===== src/rtl/instr_mem_loader.sv =====
// instr_mem_loader: clears instruction memory, then packs a byte stream into words and writes them.
module instr_mem_loader #(
  parameter int DEPTH = 1024,
  parameter int ADDR_W = 10
) (
  input  logic              clk,
  input  logic              rst,
  input  logic              byte_valid_i,
  input  logic [7:0]        byte_data_i,
  input  logic              byte_last_i,
  output logic              byte_ready_o,
  output logic              wr_en_o,
  output logic [ADDR_W-1:0] wr_addr_o,
  output logic [31:0]       wr_data_o,
  output logic              start_o,
  output logic [ADDR_W:0]   word_count_o,
  output logic              overflow_o
);
  typedef enum logic [1:0] {CLEAR, LOAD, DONE} state_t;
  localparam logic [ADDR_W:0] LIMIT = DEPTH[ADDR_W:0];
  state_t state, state_nxt;
  logic [ADDR_W:0] ptr;
  logic [1:0] idx;
  logic [23:0] pack;
  logic take, full, emit;
  logic [31:0] cur, word;
  assign byte_ready_o = state == LOAD;
  always_comb begin
    take = byte_valid_i && state == LOAD;
    full = ptr == LIMIT;
    emit = take && !full && (idx == 2'd3 || byte_last_i);
    cur = {pack, byte_data_i};
    // earlier bytes sit in the low bits of pack, so left-align the partial word to zero-pad it
    word = cur << {2'd3 - idx, 3'b000};
    state_nxt = state == CLEAR ? (full ? LOAD : CLEAR) :
                (take && byte_last_i) ? DONE : state;
  end
  always_ff @(posedge clk or posedge rst) begin
    if (rst) begin
      state <= CLEAR;
      ptr <= '0;
      idx <= '0;
      pack <= '0;
      wr_en_o <= 1'b0;
      wr_addr_o <= '0;
      wr_data_o <= '0;
      start_o <= 1'b0;
      word_count_o <= '0;
      overflow_o <= 1'b0;
    end else begin
      state <= state_nxt;
      wr_en_o <= 1'b0;
      if (state == CLEAR) begin
        if (full) ptr <= '0;
        else begin
          wr_en_o <= 1'b1;
          wr_addr_o <= ptr[ADDR_W-1:0];
          wr_data_o <= '0;
          ptr <= ptr + 1'b1;
        end
      end
      if (take && full) overflow_o <= 1'b1;
      if (take && !full) begin
        if (emit) begin
          wr_en_o <= 1'b1;
          wr_addr_o <= ptr[ADDR_W-1:0];
          wr_data_o <= word;
          ptr <= ptr + 1'b1;
          word_count_o <= word_count_o + 1'b1;
          idx <= '0;
          pack <= '0;
        end else begin
          pack <= cur[23:0];
          idx <= idx + 1'b1;
        end
      end
      if (take && byte_last_i) start_o <= 1'b1;
    end
  end
endmodule


===== config.mk =====
export PLATFORM = sky130hd
export DESIGN_NAME = instr_mem_loader
export DESIGN_NICKNAME = d
export VERILOG_FILES = /design/src/rtl/instr_mem_loader.sv
export SDC_FILE = /design/constraint.sdc
export NUM_CORES = 1
export LEC_CHECK = 0
export BUFFER_PORTS_ARGS = -buffer_cell sky130_fd_sc_hd__buf_4
export CORE_MARGIN = 8
export CORE_UTILIZATION = 55
export CTS_CLUSTER_DIAMETER = 30
export DETAILED_ROUTE_END_ITERATION = 8
export PLACE_DENSITY = 0.74
export SYNTH_ARGS = -nofsm -noshare
export SYNTH_HDL_FRONTEND = slang
export SYNTH_SLANG_ARGS = --single-unit

===== constraint.sdc =====
create_clock -name clk -period 2.9 [get_ports clk]
set_input_delay 0.145 -clock clk [delete_from_list [all_inputs] [get_ports clk]]
set_output_delay 0.145 -clock clk [all_outputs]
set_load 0.02 [all_outputs]

## Word-level counts from Yosys, hierarchy flattened

Cells that the tools add are included.

| cells by class | value |
|---|---|
| $add $sub $neg | 4 |
| eq/ne operators | 3 |
| shift operators | 1 |
| muxes and demuxes | 21 |
| reduce and logical (&&, ||, !) cells | 10 |

Operators with widths:

| operator | number |
|---|---|
| $mux 32 | 4 |
| $mux 11 | 4 |
| $mux 10 | 4 |
| $shl 32x5->32 | 1 |
| $mux 24 | 1 |
| $add 11x1->11 const B | 2 |
| $eq 11x11->1 const B | 1 |
| $mux 2 | 3 |
| $logic_and 1x1->1 | 5 |
| $mux 1 | 5 |
| $add 2x1->2 const B | 1 |
| $eq 2x1->1 const B | 1 |
| $eq 2x2->1 const B | 1 |
| $logic_not 2->1 | 1 |
| $reduce_and 2->1 | 1 |
| $reduce_bool 2->1 | 1 |
| $sub 2x2->2 const A | 1 |
| $logic_not 1->1 | 1 |
| $logic_or 1x1->1 | 1 |

| storage, ports and cells | value |
|---|---|
| flip-flop bits (word level) | 95 |
| input port bits | 12 |

## Depth between registers and ports, before layout

Gate-level depths: netlist (run 1).

| logic depth | value |
|---|---|
| depth in word-level cells | 6 |
| mapped depth | 8 |
| gate-level depth less buffers | 7 |

## Worst setup path before layout (run 1)

No wires, ideal clock.

| timing | value |
|---|---|
| path kind | register to register |
| start point | register ptr[0] |
| end point | register ptr[4] |
| library setup time | 0.126 ns |
| arrival time | 1.893 ns |
| required time | 2.774 ns |
| setup slack | 0.881 ns |
| cell stages (with the launch flop) | 9 |
| path buffers | 1 |
| period minus slack after synthesis | 2.019 ns |
| cell sequence | dfrtp_1 -> inv_1 -> ha_1 -> nor4bb_1 -> nand3_2 -> nand2_1 -> buf_4 -> inv_1 -> a221o_1 |

| between the ends | value |
|---|---|
| cells in the longest elaborated chain, start to end | 6 |
| elaborated cells on any way between the ends | 9 |

RTL lines:

| what | line | RTL |
|---|---|---|
| start, declared | 22 | `logic [ADDR_W:0] ptr;` |
| start signal, assigned | 59 | `ptr <= ptr + 1'b1;` |
| start signal, assigned | 68 | `ptr <= ptr + 1'b1;` |
| branches (longest 5 deep; another with $add 11x1->11) | - |  |
| $mux 11 * | 63 | `if (take && !full) begin` |

Mark *: on every way between the ends.
A chain may end at the register's enable or synchronous reset.

## Final worst setup path (run 1)

| timing | value |
|---|---|
| start point | register ptr[0] |
| end point | register wr_addr_o[7] |

| between the ends | value |
|---|---|
| cells in the longest elaborated chain, start to end | 6 |
| elaborated cells on any way between the ends | 8 |

RTL lines:

| what | line | RTL |
|---|---|---|
| $eq 11x11->1 * | 30 | `full = ptr == LIMIT;` |
| $logic_not 1->1 | 31, 63 |  |
| $logic_and 1x1->1 | 31, 63 |  |
| $logic_and 1x1->1 | 31 | `emit = take && !full && (idx == 2'd3 \|\| byte_last_i);` |
| $mux 10 | 64 | `if (emit) begin` |
| $mux 10 * | 63 |  |
| end signal, assigned | 57 | `wr_addr_o <= ptr[ADDR_W-1:0];` |
| end signal, assigned | 66 | `wr_addr_o <= ptr[ADDR_W-1:0];` |
| end, declared | 13 | `output logic [ADDR_W-1:0] wr_addr_o,` |

Every way passes the cells marked *; elsewhere a longest branch is shown, timed or not.

==> summary by stage, run 1 <==
Outcome
The run finished with clean final reports.

Clocking
TritonCTS built the clock tree. The clock latency of the later-clocked register in the worst-skew pair is 350 ps. After clock tree synthesis, the clock-pin slew on the worst setup and hold paths is 90 ps. After clock tree synthesis, the repair step resized 0 gates.

The clock net in this run drives a total of 95 sinks. The clock passes through at most 2 buffers. The CTS H-tree depth is 3. In this run, CTS created clock tree buffers numbering 9. The clock root buffer master is clkbuf_8.

Worst setup path
STA puts the critical path data arrival time at about 2800 ps. The startpoint kind of the worst setup timing path is a register. In this design, the stage delay of the slowest critical-path cell is 460 ps. Of all nets on the critical path, the largest fanout is 31.

Data on the critical path is required at its endpoint by 3140 ps. The cell family with the largest share of critical-path delay is simple AND/OR/NAND/NOR gates. STA classifies the critical path endpoint as a register. By startpoint and endpoint, the worst setup path is classified as reg -> reg. The sum of buffers and inverters on the critical path is 2. Walking the worst path, the cells encountered are inv_1 > ha_1 > nor4bb_1 > nand3_2 > nand2_1 > buf_12 > mux2_2. The slowest stage of the critical path is the nor4bb_1 cell.

Global route
The largest net degree at the start of global routing is 41. The busiest metal layer after global routing is met2. The sum of overflow across all layers after global routing is 0.

Across every metal layer, demand over resource in global routing totals 18.5%. Global routing used 26.9% of the available met1 tracks. The number of global-route vias before repair is 3306.

The initial antenna violation count is 0. In the global route stage, met2 resource usage came out at 27.2%. For met3 alone, demand over resource in global routing was 4.75%. The first global-routing pass estimated around 17000 um of wire.

Floorplanning
The die extent in y is between 100 and 150 um. The die outline area is 11100 um^2. The placeable core region is approximately 7700 um^2.

The number of top-level design ports is just under 70. The initialized floorplan defines 32 standard-cell rows. The width of the chip is 105 um.

The starting density of the core is between 50% and 60%.

STA
The final critical path time including I/O delays and setup is 2580 ps. Setup repair after global routing left no endpoint under its margin. Static timing analysis puts the maximum clock frequency at 388 MHz. For the pin with the worst max-slew slack, the measured transition is 719 ps. The final setup violation count is 0. The final max-slew violation count is 0. The worst slew margin relative to its limit is 52.1%. The final-report hold violation count was 0. The final cycle utilization of the critical path is 88.9%. The total negative slack for setup checks is 0 ps. The clock arrives with 7.36 ps of skew.

Cells and area
The end-of-flow core utilization is around two thirds. In the final layout, the share of cells above drive strength 1 is 25.5%. The diode insertion count for antenna repair is 0. The filler cells instantiated in the layout total 610.

The area growth from synthesis to layout is 18.1%. At the end of the flow, the number of nets in the layout was 481. The most common cell after layout, fill and taps aside is dfrtp_1.

The final standard cell count with taps included and fillers excluded is approximately 570. The library cells used most frequently in the layout, excluding fill and tap cells, are dfrtp_1, buf_4, nand2_1.

Synthesis
A synthesized cell averages between 10 and 15 um^2. The number of instances in the synthesized netlist is 401. The commonest register cell after synthesis is dfrtp_1. The synthesized net count is 417. The count of cell types in the netlist is 46. The async set or reset register ratio after synthesis is 100%. The fraction of the yosys area taken by sequential cells is 54.3%. The number of enable-type register cells in the synthesized netlist is 0. The total of warnings raised by yosys is 0.

The area of the mapped netlist is 4380 um^2. The post-synthesis sequential element count is 95.

Power and ir drop
The power per cell area is 423 nW/um^2. VDD sags by at most 0.000257 V. For this design the static power due to leakage is 2.32 nW.

Placed design
The quantity of I/O buffers inserted on ports is 68. The placer congestion estimate is 0.859. The number of placed instances with taps included is 555.

The HPWL reported at the end of detailed placement is 7010 um.

Route
The via count of the routed design is between 3000 and 4000. Dividing the detail-routed via count by the number of cells gives 5.77. The count of nets left with antenna violations once routing finished came out at 0. The number of remaining DRC errors is 0. For this block, the initial DRC count from the detailed router was 220. Dividing the detail-routed wire length by the instance count gives 17.4 um. After detailed routing, the total wire length is 9980 um. The count of TritonRoute iterations in the first routing pass is 4.

Job
Max-cap violations in this run came to 0.

Worst hold path
The tightest min-delay check is of the in -> reg type.
==> routing by layer <==
| metal | wire length, um | up-vias |
|---|---|---|
| met5 | 0 | - |
| met4 | 54 | 0 |
| met3 | 549 | 5 |
| met2 | 4510 | 96 |
| met1 | 4870 | 1627 |
| li1 | - | 1570 |
==> final timing paths <==
| path | startpoint | end | slack [ps] | depth (start not counted) |
|---|---|---|---|---|
| max in group asynchronous | rst | wr_data_o[10]$_DFF_PP0_ | 1670 | 4 |
| min reg2reg | word_count_o[10]$_DFFE_PP0P_ | word_count_o[10]$_DFFE_PP0P_ | 480 | 1 |
| max reg2reg | ptr[0]$_DFF_PP0_ | wr_addr_o[7]$_DFF_PP0_ | 320 | 7 |
| max | ptr[0]$_DFF_PP0_ | wr_addr_o[7]$_DFF_PP0_ | 320 | 7 |
| min | byte_data_i[2] | wr_data_o[2]$_DFF_PP0_ | 40 | 2 |
| min in group asynchronous | rst | word_count_o[5]$_DFFE_PP0P_ | 440 | 3 |
==> metrics by stage <==
stage / area, um^2 / power, mW / hold slack [ps] / setup WS (ps)
after floorplan: 4380 / 1.39 / 278 / 278
after CTS: 5170 / 2.21 / 29.7 / 353
after global routing: 5170 / 2.27 / 30.3 / 78.4
after global placement: 4990 / 1.43 / 279 / 526
after detailed placement: 4990 / 1.43 / 280 / 335
final: 5170 / 2.19 / 44.5 / 323
==> report_power, final <==
part	switching, mW	internal [mW]	leakage [nW]
logic	0.0526	0.0236	0.939
clock network	0.455	0.334	0.0853
registers	0	1.32	1.30
==> timing repair <==
item,4_1_cts,5_1_grt
buffers inserted,0,0
hold endpoints to repair,37,0
hold buffers,1,0
==> registers in the layout, summed over array words and instances (netlist names), 2 cells and up <==
| signal | flops |
|---|---|
| idx | 2 |
| pack | 24 |
| ptr | 11 |
| state | 2 |
| word_count_o | 11 |
| wr_addr_o | 10 |
| wr_data_o | 32 |
==> cell usage after synthesis, types with 6 or more instances <==
cell	number	area share [%]
dfrtp_1	95	54
nand2_1	69	5.9
o21ai_0	34	3.9
o2bb2ai_1	24	4.8
mux2_2	16	4.1
mux2i_1	16	3.7
a22o_1	14	2.8
buf_2	12	1.4
clkbuf_1	11	0.94
nand3_1	10	1.1
inv_1	9	0.77
xnor2_1	9	1.8
a22oi_1	8	1.4
nand4_1	8	1.1
nor2_1	6	0.51
nor3_1	6	0.69
==> final cells by class <==
| class | instances | area, um^2 | area share, % |
|---|---|---|---|
| inverter | 9 | 35.0 | 0.677 |
| sequential | 95 | 2380 | 45.9 |
| timing repair buffer | 80 | 616 | 11.9 |
| clock buffer | 11 | 141 | 2.73 |
| multi-input combinational | 270 | 1840 | 35.6 |
| tap | 102 | 128 | 2.47 |
| clock inverter | 5 | 33.8 | 0.653 |
==> worst register-to-register path: cells and delay by family, from the launching register on <==
family	cells	cell delay, ps
adder cells (fa/ha/maj)	1	180
buffers and inverters	2	370
flip-flops	1	430
multiplexers	1	360
AND/OR/NAND/NOR	3	1130
==> kinds of logic (layout without fill, tap and decap cells) <==
| kind of cell | after synthesis | count (layout) | share of synthesized area [%] |
|---|---|---|---|
| AO/OA/AOI/OAI | 99 | 99 | 17.1 |
| XOR/XNOR | 13 | 13 | 2.60 |
| adder cells (fa/ha/maj) | 4 | 4 | 1.14 |
| buffers and inverters | 36 | 105 | 3.69 |
| flip-flops | 95 | 95 | 54.3 |
| multiplexers | 32 | 32 | 7.77 |
| AND/OR/NAND/NOR | 122 | 122 | 13.4 |
Power figures use the tool's default switching activity.
==> run 2, diff against run 1 <==
- CORE_ASPECT_RATIO: unset -> 0.75
==> run 2 against run 1 <==
Net effect:
- non-clock buffer count grew 1
- combinational power is essentially flat
- sequential power is essentially flat
- final cell count grew 0.70%
- via count grew 0.49%
- clock skew is essentially flat
- core utilization shrank 0.057 points
- critical path depth is the same
==> summary by stage, run 2 (synthesis gave the netlist of run 1 again) <==
Outcome
The flow ran to the end, and the final reports show no timing, DRC or antenna violations.

Placed design
Prior to clock tree synthesis, the placed netlist has a worst setup slack of 511 ps. The number of placed instances with taps included is 559. Routability-driven placement finished with a final weighted congestion of 0.892.

The HPWL reported at the end of detailed placement is 7100 um. The placed instances occupy a cell area of around 5000 um^2. The quantity of I/O buffers inserted on ports is 68.

STA
Setup repair after global routing left no endpoint under its margin. The worst slew margin relative to its limit is between 50% and 60%. For the pin with the worst max-slew slack, the measured transition is 743 ps.

Setup violations remaining at the end of the flow were counted as 0. For the final routed database, the setup TNS stands at 0 ps. The final max-slew violation count was 0. The final-report hold violation count is 0.

The worst-case clock skew is about 8 ps. The maximum clock frequency is 411 MHz. After layout, the minimum clock period comes to 2440 ps. Of the available clock period, the critical path in the final layout requires 84.0%. The hold slack is 22.0 ps. The post-layout worst setup margin is 465 ps.

Cells and area
The number of antenna diodes in the final layout is 0. The final standard cell count with taps included and fillers excluded is 576. In the final layout, the registers with the most flip-flops are wr_data_o: 32 flops, pack: 24 flops.

The flip-flop count of the largest register, all copies and words added is 32. Of the cells placed in the final design, the portion with a size suffix greater than 1 is 25.9%. wr_data_o holds more flip-flops than any other register. Summing all non-filler instances in the final layout gives an area of 5230 um^2.

At the end of the flow, the number of nets in the layout was 482. The library cell used most frequently in the layout, excluding fill and tap cells, is dfrtp_1. In the layout the commonest cells are dfrtp_1, buf_4, nand2_1. The relative area change from synthesis to final layout is 19.3%.

Worst setup path
STA classifies the critical path endpoint as a register. The startpoint kind of the worst setup timing path is a register. The critical path in this run is classified as reg -> reg. The worst-path maximum fanout is 14. The data required time at the worst endpoint is 3160 ps. At the worst endpoint, the arrival time is 2690 ps. For the worst flop-to-flop path, the logic depth is 7.

Clocking
The H-tree was split into 3 levels. The clock net in this run drives a total of 95 sinks. The later pin in the worst-skew pair is clocked with a latency of ~370 ps.

The clock tree from TritonCTS is built. The number of buffers on the longest clock path is 2. The clock buffer count from CTS is 9. The tree is rooted in a clkbuf_8.

The count of cells resized by post-cts repair is 0. Buffers added to address setup during post-CTS repair amount to 0. The clock transition at the registers of the reported paths is approximately 90 ps.

Power and ir drop
The power per cell area is 446 nW/um^2. The cell-internal power is 1.80 mW. The power spent charging and discharging nets is 0.531 mW. Net switching is 22.8% of the power. In this run the static leakage power is 2.35 nW.

The sequential power share is 56.8%. The clock power share is 40.0%. The peak ir drop on the vdd network is around 0.00029 V. The share of total power dissipated in combinational logic is 3.3%.

Worst hold path
The type of the most critical hold path is in -> reg. The cell depth of the worst hold path is 2.

Floorplanning
The die covers 11100 um^2. The floorplan step defined a core boundary enclosing 7810 um^2. The initial utilization of the core area, before any placement, comes to a little under three fifths. The width of the chip is 119 um. In this run the core area contains 28 standard-cell rows. The die extent in y is slightly above 90 um. The number of top-level design ports is 69.

Route
The count of antenna-violating nets left after detailed routing is 0. In the final routed layout, each cell accounts on average for about 18 um. The count of TritonRoute iterations in the first routing pass is 5. The number of remaining DRC errors is 0. After detailed routing, the number of vias per cell comes to 5.75. The via count of the routed design is around 3300. The first-iteration detailed-routing DRC count is approximately 250. The final routed wirelength across all metal layers is 10400 um.

Job
The tool flagged a number of max-cap violations equal to 0.

Global route
Global routing consumed, over all layers together, 19.5% of the routing resources. The initial antenna violation count is 0. Entering global routing, the biggest net connects 96 pins.

The number of global-route vias before repair is approximately 3300. The global-route wire length before repair is 17500 um. The sum of overflow across all layers after global routing is 0.
-- run 2: changes by cell type in the layout (fill, tap and decap cells not counted) --
cell / before / now
clkinv_2: 3 / 1
buf_4: 78 / 79
bufinv_16: 0 / 1
clkbuf_1: 1 / 0
clkbuf_8: 10 / 11
inv_8: 0 / 1
-- run 2: stage by stage --
| stage | power [mW] | util [%] |
|---|---|---|
| final | 2.33 | 66.9 |
| after CTS | 2.36 | 66.9 |
| after floorplan | 1.39 | - |
| after detailed placement | 1.43 | 64.0 |
| after global routing | 2.42 | 66.9 |
| after global placement | 1.43 | 64.0 |
-- run 2: cell type report --
| cell class | instances | area (um^2) |
|---|---|---|
| clock buffer | 11 | 151 |
| clock inverter | 5 | 65.1 |
| fill | 617 | 2590 |
| inverter | 9 | 35.0 |
| multi-input combinational | 270 | 1840 |
| sequential | 95 | 2380 |
| tap | 105 | 131 |
| timing repair buffer | 81 | 623 |
-- run 2: worst max-delay path, cell delays in order, from the launching register on --
cell,delay (ps)
dfrtp_1,440
inv_1,140
ha_1,190
nor4bb_1,420
nand3_2,140
nand2_1,450
inv_1,210
a221o_1,330
-- run 2: path summary, 6_finish.rpt --
kind | end | startpoint | slack, ps
hold / removal | wr_data_o[6]$_DFF_PP0_ | byte_data_i[6] | 20
hold reg to reg | overflow_o$_DFFE_PP0P_ | overflow_o$_DFFE_PP0P_ | 480
min in group asynchronous | wr_data_o[13]$_DFF_PP0_ | rst | 420
setup reg to reg | ptr[4]$_DFF_PP0_ | ptr[0]$_DFF_PP0_ | 460
setup / recovery | ptr[4]$_DFF_PP0_ | ptr[0]$_DFF_PP0_ | 460
max in group asynchronous | wr_data_o[0]$_DFF_PP0_ | rst | 2090
-- run 2: power groups by stage --
stage / Combinational, mW / Sequential [mW] / Clock (mW)
after global routing: 0.0869 / 1.32 / 1.01
final: 0.0760 / 1.32 / 0.932
after floorplan: 0.0396 / 1.35 / 0
after detailed placement: 0.0767 / 1.35 / 0
after CTS: 0.0779 / 1.32 / 0.960
after global placement: 0.0755 / 1.35 / 0
-- run 2: what timing repair did --
| action | in CTS | in global routing |
|---|---|---|
| endpoints found under the hold margin | 95 | 0 |
| setup endpoints to repair | 0 | 0 |
| hold buffers | 1 | 0 |
-- run 2: metal layers --
| layer | wire (um) | part of all wire, % | track usage [%] | up-vias |
|---|---|---|---|---|
| met3 | 885 | 8.5 | 6.98 | 14 |
| met2 | 4250 | 41 | 27.4 | 122 |
| met5 | 0 | 0 | 0 | - |
| met1 | 5100 | 49 | 27.7 | 1612 |
| met4 | 124 | 1.2 | 5.35 | 0 |
| li1 | - | - | - | 1566 |
==> run 3, diff against run 2 <==
- ABC_AREA: unset -> 1
- CORE_UTILIZATION: 55 -> 52
- PLACE_DENSITY: 0.74 -> 0.72
- clock period: 2.9 -> 2.1 ns (I/O delays scaled with it)
==> run 3 against run 2 <==
Net effect:
- critical path depth is 2 higher
- register-to-register slack worse by 310 ps
- routed wire length grew 13%
- via count up 25%
- sequential power grew 39%
- clock skew shrank 1.9 ps
- design area grew 10%
- highest routed layer unchanged
==> summary by stage, run 3 <==
Floorplanning
The number of top-level design ports is 69. In this run the horizontal extent of the chip is 127 um. The die is 98.9 um tall. The placeable core region is 8970 um^2. The floorplan has 30 rows. The floorplan step defined a die boundary enclosing ~13000 um^2. Once the floorplan was initialized, standard cells occupied between 50 and 60% of the core.

STA
The maximum clock frequency is approximately 510 MHz. Counting I/O delays and the setup requirement, the final critical path takes between 1500 and 2000 ps. The total negative slack for setup checks is 0 ps. The clock arrives with 5.91 ps of skew. The final max-slew violation count is 0. The final-report hold violation count was 0. The pin slew with the least headroom to its limit is between 500 and 600 ps. The final cycle utilization of the critical path is 92.8%. In this run the tightest slew margin relative to its limit is around 64%. Setup violations remaining at the end of the flow were counted as 0. Setup repair after global routing left no endpoint under its margin. Once routing completed, OpenROAD measured the worst setup slack at around 150 ps.

Synthesis
Sorting the synthesized cells by area gives the leading types as dfrtp_1, nand2_1, nand3_1, nor2_1, o21ai_0. For this run, the leading register cell type out of synthesis is dfrtp_1. The number of nets in the synthesized netlist is between 600 and 700.

The async set or reset register ratio after synthesis is 100%. The count of cell types in the netlist is 30. The share of the synthesized area in the top cell type is 49.9%. The cell type contributing the most total cell area after synthesis is dfrtp_1. The total of warnings raised by yosys is 0. The average cell area after synthesis is ~7.8 um^2. Sorting the synthesized cells by how often they occur yields nand2_1, dfrtp_1, nand3_1, nor2_1. The synthesized design contains 0 enable-type register cells. Summing the sequential cell areas from Yosys gives 49.9% of the chip area. The synthesized design contains 95 register bits. The area of the mapped netlist is 4760 um^2.

By instance count, the leading cell after synthesis is nand2_1. After technology mapping, the gate count stands at 612.

Worst setup path
Walking the worst path, the cells encountered are inv_1 > ha_1 > nand2_1 > nor3_1 > nand2_2 > nand2_2 > buf_4 > a21oi_1 > nor2_1. In this run the worst path has a maximum fanout of 17. The largest stage delay on the critical path is 430 ps. The worst setup path is of the reg -> reg kind. The cell occurring most often along the worst timing path is nand2_2.

The slowest stage cell on the critical path is dfrtp_1. STA puts the critical path data required time at approximately 2400 ps. The worst setup path is launched from a register. The sum of buffers and inverters on the critical path is 2.

The cell family with the largest share of critical-path delay is simple AND/OR/NAND/NOR gates. The arrival time of the worst setup path is 2210 ps. The capturing element type of the critical path is a register.

Global route
The number of global-route vias before repair is 4137. The sum of overflow across all layers after global routing is 0. The global-route wire length before repair is between 20000 and 25000 um.

The overall routing resource usage is approximately a fifth. The largest net degree at the start of global routing is 96. The initial antenna violation count was 0.

Power and ir drop
IR analysis of the VDD net gives a maximum drop of about 0.00047 V. In this run the static leakage power is 3.06 nW. For this design the ratio of total power to cell area is 660 nW/um^2.

Clocking
Clock-pin slew was measured on the worst setup and hold paths at roughly 60 ps. Once the clock tree was built, the setup fixing pass inserted 0 buffers. The number of buffers on the longest clock path is 2. The clock tree from TritonCTS is built. Counting every sink on the clock net gives 95. The clock tree synthesis step divided the H-tree into 3 levels. Clock tree synthesis inserted a total of 9 buffers. The clock root buffer master is clkbuf_16. The clock latency of the later-clocked register in the worst-skew pair is 340 ps.

Route
The count of antenna-violating nets left after detailed routing is 0. After detailed routing, the average wire length per cell comes to roughly 15 um. The routed design has 11700 um of wire.

The uppermost signal routing layer after detailed routing is met4. For this block, wires on met1 add up to 5440 um. The via count of the routed design is 4132. The count of TritonRoute iterations in the first routing pass is 5. The sum of met3 wire segment lengths after detailed routing is 721 um. After detailed routing, the number of vias per cell comes to 5.19. The number of remaining DRC errors is 0. The routed wire length on met2 is 5380 um. The first-iteration detailed-routing DRC count is 473.

Job
Max-cap violations in this run came to 0.

Cells and area
The register ranked first by flip-flop count is wr_data_o. The share of final-layout standard cells stronger than drive strength 1 is 17.0%. The filler cells instantiated in the layout total 776. Leaving out fill and tap cells, the most frequent cells in the layout are nand2_1, dfrtp_1, buf_4.

The largest registers in the layout are wr_data_o: 32 flops, pack: 24 flops. The register with the most flip-flops in the layout has 32 of them. The net count reported at finish is between 600 and 700.

The most common cell after layout, fill and taps aside is nand2_1. The relative area change from synthesis to final layout is 21.0%. The diode insertion count for antenna repair is 0.

Placed design
The placer congestion estimate is 0.864. Before CTS, the worst setup slack after placement is 108 ps. The wire-length estimate of the detail-placed layout is between 7000 and 8000 um. The quantity of I/O buffers inserted on ports is 68.

Outcome
The run finished with clean final reports.

Worst hold path
The type of the most critical hold path is in -> reg.
## run 3: cell types whose count changed after synthesis, sizes merged, moves of 16 or more
cell / change
o2bb2ai: -24
mux2i: -16
inv: +22
nand3: +49
nor2: +42
mux2: -16
nand2: +201
## run 3: kinds of logic after synthesis
| family | share of synthesized area [%] |
|---|---|
| DFF | 49.9 |
| and+or+nand+nor | 33.9 |
| adders and majority gates | 1.05 |
| buffers and inverters | 6.75 |
| xor gates and xnor gates | 2.57 |
| AOI/OAI and AO/OA | 5.78 |
## run 3: final cells by class
class	count	area [um^2]	share of cell area [%]
Clock buffer	10	229	3.97
Clock inverter	6	116	2.02
Inverter	31	123	2.13
Multi-Input combinational cell	453	2060	35.8
Sequential cell	95	2380	41.2
Tap cell	112	140	2.43
Timing Repair Buffer	89	716	12.4
## run 3: metrics by stage
step / total power [mW] / utilization [%] / hold slack [ps] / instances / area [um^2]
after CTS: 3.84 / 64.2 / 9.85 / 796 / 5760
after floorplan: 1.90 / - / 215 / 612 / 4770
after global routing: 3.92 / 64.3 / 41.2 / 796 / 5770
after global placement: 1.94 / 59.4 / 292 / 771 / 5330
final: 3.80 / 64.3 / 18.8 / 796 / 5770
after detailed placement: 1.95 / 59.4 / 298 / 771 / 5330
## run 3: repair_timing
action / 4_1_cts / 5_1_grt
setup endpoints to repair: 0 / 41
hold endpoints to repair: 103 / 0
resized for setup: 0 / 2
hold buffers: 9 / 0
## run 3: report_power, final
part / switching, mW / internal (mW) / total [mW]
logic: 0.0585 / 0.0330 / 0.0915
registers: 0 / 1.83 / 1.83
clock network: 0.707 / 1.17 / 1.88
## run 3: worst paths after layout
path	from	end	slack (ps)	cells past startpoint
hold reg to reg	start_o$_DFFE_PP0P_	start_o$_DFFE_PP0P_	470	2
min in group asynchronous	rst	start_o$_DFFE_PP0P_	440	4
hold / removal	byte_last_i	state[1]$_DFFE_PP0P_	20	3
setup / recovery	ptr[1]$_DFF_PP0_	idx[0]$_DFFE_PP0N_	150	9
setup reg to reg	ptr[1]$_DFF_PP0_	idx[0]$_DFFE_PP0N_	150	9
max in group asynchronous	rst	pack[6]$_DFFE_PP0N_	1240	4
## run 3: per-layer routing
| metal | vias up | global-route usage [%] |
|---|---|---|
| li1 | 2072 | - |
| met4 | 0 | 4.33 |
| met3 | 8 | 6.31 |
| met5 | - | 0 |
| met2 | 96 | 31.1 |
| met1 | 1956 | 25.6 |
## run 3: worst min-delay path: cells and delay by family
kind,cells,cell delay [ps]
simple gates,2,130
buf+inv,1,90
